File: src/rtl/trig_sequencer.sv
// Pattern-sequence initiator: loads up to DEPTH words into a comparator and pulses
// trigger when every stage matches in order. Define TRIG_SEQ_TIMEOUT_EN for the inter-stage timeout.
module trig_sequencer #(
  parameter int WIDTH = 32,
  parameter int DEPTH = 4,
  parameter int SW    = 2,
  parameter int TW    = 16
) (
  input  logic             clk,
  input  logic             reset,
  input  logic             cfg_we,
  input  logic [SW-1:0]    cfg_addr,
  input  logic [WIDTH-1:0] cfg_data,
  input  logic [SW-1:0]    last_stage,
  input  logic             arm,
  input  logic             rearm,
  input  logic [TW-1:0]    timeout,
  output logic [WIDTH-1:0] cmp_a,
  output logic             cmp_take,
  output logic             cmp_enable,
  input  logic             cmp_result,
  output logic             trigger,
  output logic             busy,
  output logic [SW-1:0]    stage,
  output logic             timed_out
);

  typedef enum logic [1:0] {
    S_IDLE = 2'd0,
    S_LOAD = 2'd1,
    S_WAIT = 2'd2,
    S_TRIG = 2'd3
  } state_e;

  localparam logic [SW-1:0] STAGE_ZERO = {SW{1'b0}};
  localparam logic [SW-1:0] STAGE_ONE  = {{(SW-1){1'b0}}, 1'b1};

  state_e           state_q, state_d;
  logic [SW-1:0]    stage_q, stage_d;
  logic [WIDTH-1:0] cmp_a_q, cmp_a_d;
  logic             cmp_take_q, cmp_take_d;
  logic             cmp_enable_q, cmp_enable_d;
  logic             trigger_q, trigger_d;
  logic             busy_q, busy_d;
  logic             timed_out_q, timed_out_d;
  logic [WIDTH-1:0] pat_q [DEPTH];
  logic [WIDTH-1:0] pat_d [DEPTH];
  logic             expire_s;

`ifdef TRIG_SEQ_TIMEOUT_EN
  localparam logic [TW-1:0] CNT_ONE = {{(TW-1){1'b0}}, 1'b1};

  logic [TW-1:0] cnt_q, cnt_d;
  logic          cnt_run_s;

  // Only stages past the first are timed; a zero timeout disables the check.
  assign cnt_run_s = (state_q == S_WAIT) && (stage_q != STAGE_ZERO) && (timeout != {TW{1'b0}});
  assign expire_s  = cnt_run_s && (cnt_q >= (timeout - CNT_ONE));

  // Counter next value: count WAIT cycles, clear on any exit from WAIT.
  always_comb begin
    if (cnt_run_s && arm && !cmp_result && !expire_s) begin
      cnt_d = cnt_q + CNT_ONE;
    end else begin
      cnt_d = {TW{1'b0}};
    end
  end

  // Counter register.
  always_ff @(posedge clk or negedge reset) begin
    if (!reset) begin
      cnt_q <= {TW{1'b0}};
    end else begin
      cnt_q <= cnt_d;
    end
  end
`else
  logic unused_timeout_s;

  assign unused_timeout_s = ^timeout;
  assign expire_s         = 1'b0;
`endif

  // Pattern slot writes, accepted only while idle.
  always_comb begin
    pat_d = pat_q;
    if (cfg_we && (state_q == S_IDLE)) begin
      pat_d[cfg_addr] = cfg_data;
    end else begin
      pat_d[cfg_addr] = pat_q[cfg_addr];
    end
  end

  // Sequencer next state; abort beats match, match beats timeout.
  always_comb begin
    state_d     = state_q;
    stage_d     = stage_q;
    timed_out_d = 1'b0;
    if (!arm) begin
      state_d = S_IDLE;
      stage_d = STAGE_ZERO;
    end else begin
      case (state_q)
        S_IDLE: begin
          state_d = S_LOAD;
          stage_d = STAGE_ZERO;
        end
        S_LOAD: begin
          state_d = S_WAIT;
        end
        S_WAIT: begin
          if (cmp_result && (stage_q >= last_stage)) begin
            state_d = S_TRIG;
            stage_d = STAGE_ZERO;
          end else if (cmp_result) begin
            state_d = S_LOAD;
            stage_d = stage_q + STAGE_ONE;
          end else if (expire_s) begin
            state_d     = S_LOAD;
            stage_d     = STAGE_ZERO;
            timed_out_d = 1'b1;
          end else begin
            state_d = S_WAIT;
          end
        end
        S_TRIG: begin
          stage_d = STAGE_ZERO;
          if (rearm) begin
            state_d = S_LOAD;
          end else begin
            state_d = S_IDLE;
          end
        end
        default: begin
          state_d = S_IDLE;
          stage_d = STAGE_ZERO;
        end
      endcase
    end
  end

  // Outputs are registered, so they are decoded from the state being entered.
  always_comb begin
    cmp_take_d   = (state_d == S_LOAD);
    cmp_enable_d = (state_d == S_WAIT);
    trigger_d    = (state_d == S_TRIG);
    busy_d       = (state_d != S_IDLE);
    if (state_d == S_LOAD) begin
      cmp_a_d = pat_q[stage_d];
    end else begin
      cmp_a_d = cmp_a_q;
    end
  end

  // State, output and pattern registers.
  always_ff @(posedge clk or negedge reset) begin
    if (!reset) begin
      state_q      <= S_IDLE;
      stage_q      <= STAGE_ZERO;
      cmp_a_q      <= {WIDTH{1'b1}};
      cmp_take_q   <= 1'b0;
      cmp_enable_q <= 1'b0;
      trigger_q    <= 1'b0;
      busy_q       <= 1'b0;
      timed_out_q  <= 1'b0;
      for (int i = 0; i < DEPTH; i++) begin
        pat_q[i] <= {WIDTH{1'b1}};
      end
    end else begin
      state_q      <= state_d;
      stage_q      <= stage_d;
      cmp_a_q      <= cmp_a_d;
      cmp_take_q   <= cmp_take_d;
      cmp_enable_q <= cmp_enable_d;
      trigger_q    <= trigger_d;
      busy_q       <= busy_d;
      timed_out_q  <= timed_out_d;
      pat_q        <= pat_d;
    end
  end

  assign cmp_a      = cmp_a_q;
  assign cmp_take   = cmp_take_q;
  assign cmp_enable = cmp_enable_q;
  assign trigger    = trigger_q;
  assign busy       = busy_q;
  assign stage      = stage_q;
  assign timed_out  = timed_out_q;

endmodule

File: config.mk
export PLATFORM = sky130hd
export DESIGN_NAME = trig_sequencer
export DESIGN_NICKNAME = d
export VERILOG_FILES = /design/src/rtl/trig_sequencer.sv
export SDC_FILE = /design/constraint.sdc
export NUM_CORES = 1
export LEC_CHECK = 0
export ABC_AREA = 1
export CAP_MARGIN = 10
export CORE_ASPECT_RATIO = 2
export CORE_MARGIN = 2
export CORE_UTILIZATION = 45
export DETAILED_ROUTE_END_ITERATION = 7
export GPL_ROUTABILITY_DRIVEN = 0
export PLACE_DENSITY = 0.68
export SLEW_MARGIN = 20
export SYNTH_ARGS = -nofsm -noshare
export SYNTH_HDL_FRONTEND = slang
export SYNTH_SLANG_ARGS = --single-unit
File: constraint.sdc
create_clock -name clk -period 1.9 [get_ports clk]
set_input_delay 0.285 -clock clk [delete_from_list [all_inputs] [get_ports clk]]
set_output_delay 0.285 -clock clk [all_outputs]
set_load 0.02 [all_outputs]
==> run summary <==
Core Footprint: 19700 um^2
H-tree lvl count: 4
antenna violations before repair: 0
Worst Setup Start Kind: flip-flop
die area: 21100 um^2
Starting Density: 45.3%
share of cells above drive strength 1: 25.2%
Async S/R FF share, synth: 100%
Die Ht: 203 um
TNS Setup: -4.34 ps
CP max FO: 5
top cells by area, synth: dfstp_2 (47%), nand2_1 (12%), nand3_1 (9.1%), o21ai_1 (6.9%), inv_1 (5.8%)
Reg-to-Reg Start: stage[1]
number of enable flip-flop cells after synthesis: 0
CP required: 2280 ps
WL/cell: 17.1 um
Final setup violation count: 1
worst setup path class: reg -> reg
Slew Viols, Final: 0
top post-synthesis cells by count: nand2_1 (277), nand3_1 (163), dfstp_2 (160)
Yosys top cell area share: 47.0%
1st-pass router iterations: 7
global-route wire length before repair: 42200 um
Antenna Cells: 0
CTS tree: done
I/O Pins: 97
unrepaired setup endpoints after global routing: yes
total power: 0.0133 W
max-cap violation count: 0
IO Port Bufs: 79
CTS buffer count: 17
Iter 0 DRT Violations: 615
cell total after placement: 1522
gr usage total: 25.1%
crit path cell chain: ha_4 > nand2_4 > nand3_4 > nand2_4 > nand2_4 > a21boi_4 > buf_12 > clkbuf_16 > buf_8 > nand3_2 > nand2_1 > nand2_1 > nand2_1
Fmax achieved: 525 MHz
worst slack at placement: -410 ps
min-delay worst type: in -> async
clock-pin slew on the worst setup and hold paths: 60 ps
# rows: 73
largest stage delay on the critical path: 410 ps
detailed-route via count: 8499
period utilization: 100%
Final Non-Filler Cells: 1564
failing checks: setup timing
count leader, synth: nand2_1
Crit path buffers/inverters: 3
post-synthesis sequential area ratio: 49.3%
CP arrival: 2290 ps
Avg Vias per Cell: 5.43
syn avg cell area: 7.60 um^2
Post-Syn Area: 8940 um^2
Top Family by Delay on Critical Path: simple AND/OR/NAND/NOR gates
Layout Nets: 1349
clock sinks: 168
Tmin final: 1900 ps
Top FF cell, synth: dfstp_2
Total Wirelength: 26700 um
Root Driver: clkbuf_16
largest net degree at the start of global routing: 42
Syn-to-layout area delta: 29.5%
number of global-route vias before repair: 8568
Syn. warnings: 0
GRT overflow: 0
peak supply drop: 0.596 mV
cell count after synthesis: 1177
worst setup path start: stage[1]
Hold Slack: 79.6 ps
Mapped Nets: 1237
post-route ant nets: 0
static leakage: 5.39 nW
CP max-delay cell: dfrtp_1
Hold Vio Cnt, Final: 0
status: finished with violations
Final HPWL DP: 17100 um
die width: 104 um
Worst-Skew Late Latency: 440 ps
clk_skew: 7.65 ps
worst setup margin: -4.34 ps
Synth Register Bits: 168
area leader, netlist: dfstp_2
post-route DRC violation count: 0
CP endpoint kind: flip-flop
hold bufs inserted after CTS: 0
Max clock buf depth: 2
Cell variety after synth: 26
pwr dens: 1150 nW/um^2
==> through the flow <==
| stage | instance area [um^2] | util [%] |
|---|---|---|
| floorplan | 8940 | - |
| global placement | 10600 | 53.5 |
| detailed placement | 10600 | 53.5 |
| CTS | 11200 | 56.8 |
| global route | 11600 | 58.7 |
| finish | 11600 | 58.7 |
==> sequential cells by signal, indices dropped and copies added (netlist names) <==
signal and count:
trigger 1, pat_q 128, state_q 2, cmp_take 1
busy 1, stage 2, cmp_enable 1, cmp_a 32
==> worst register-to-register path: cells and delay by family (launching register included) <==
kind | cells | cell delay (ps)
adder cells (fa/ha/maj) | 1 | 270
AO/OA/AOI/OAI | 1 | 170
AND/OR/NAND/NOR | 8 | 570
flip-flops | 1 | 410
buffers and inverters | 3 | 440
==> kinds of logic after synthesis <==
logic type      Yosys count  synth area share, %
buf+inv                 231                 10.7
flops                   168                 49.3
compound gates          259                 15.1
simple gates            516                 24.6
fa+ha+maj                 2                0.280
other cells               1               0.0419
==> power by group <==
| part | internal, W | switching (W) |
|---|---|---|
| combinational | 0.00160 | 0.00237 |
| clock | 0.00227 | 0.00144 |
| sequential | 0.00512 | 0.000474 |
==> routing by layer <==
| metal | GRT usage, % | share of wire, % | vias up |
|---|---|---|---|
| met1 | 28.3 | 38 | 4006 |
| met2 | 45.1 | 52 | 335 |
| met3 | 3.87 | 5.3 | 92 |
| met4 | 14.0 | 4.3 | 0 |
| met5 | 0 | 0 | - |
| li1 | - | - | 4066 |
==> what timing repair did <==
| item | CTS | global route |
|---|---|---|
| setup buffers | 0 | 5 |
| hold endpoints to repair | 0 | 0 |
| endpoints found under the setup margin | 21 | 42 |
| pin swaps | 0 | 27 |
| gates cloned | 0 | 5 |
| gates resized for setup | 11 | 41 |
==> layout by cell type, fill, tap and decap left out, types with 4 or more instances in the layout <==
cell type          n
a21oi_1           32
buf_12            20
buf_4             69
buf_6              4
bufinv_16          4
clkbuf_16         22
clkdlybuf4s50_1   62
dfrtp_1            7
dfstp_2          160
dlygate4sd2_1      4
dlymetal6s2s_1    11
inv_1            137
inv_2              9
nand2_1          269
nand2_4            5
nand3_1          153
nand3_2            8
nor2_1            40
nor2_2             4
nor3_1            30
o21ai_0           67
o21ai_1          124
o22ai_1           31
==> area by class of cell <==
type	instances	area [um^2]
flip-flops and latches	168	4410
clock buffers	21	460
inverters	146	548
fillers	1835	8150
clock inverters	11	169
multi-input cells	778	3750
well taps	262	328
repair buffers	178	1920
==> worst paths after layout <==
check	depth (start not counted)	slack, ps	to
worst max register to register	13	-4	cmp_a[31]
min in group clk	4	270	state_q[1]
worst max-delay path	13	-4	cmp_a[31]
worst min-delay path	1	80	pat_q[57]
worst min register to register	2	460	cmp_a[23]
max in group asynchronous	2	1400	pat_q[100]
(Power assumes the default switching activity.)
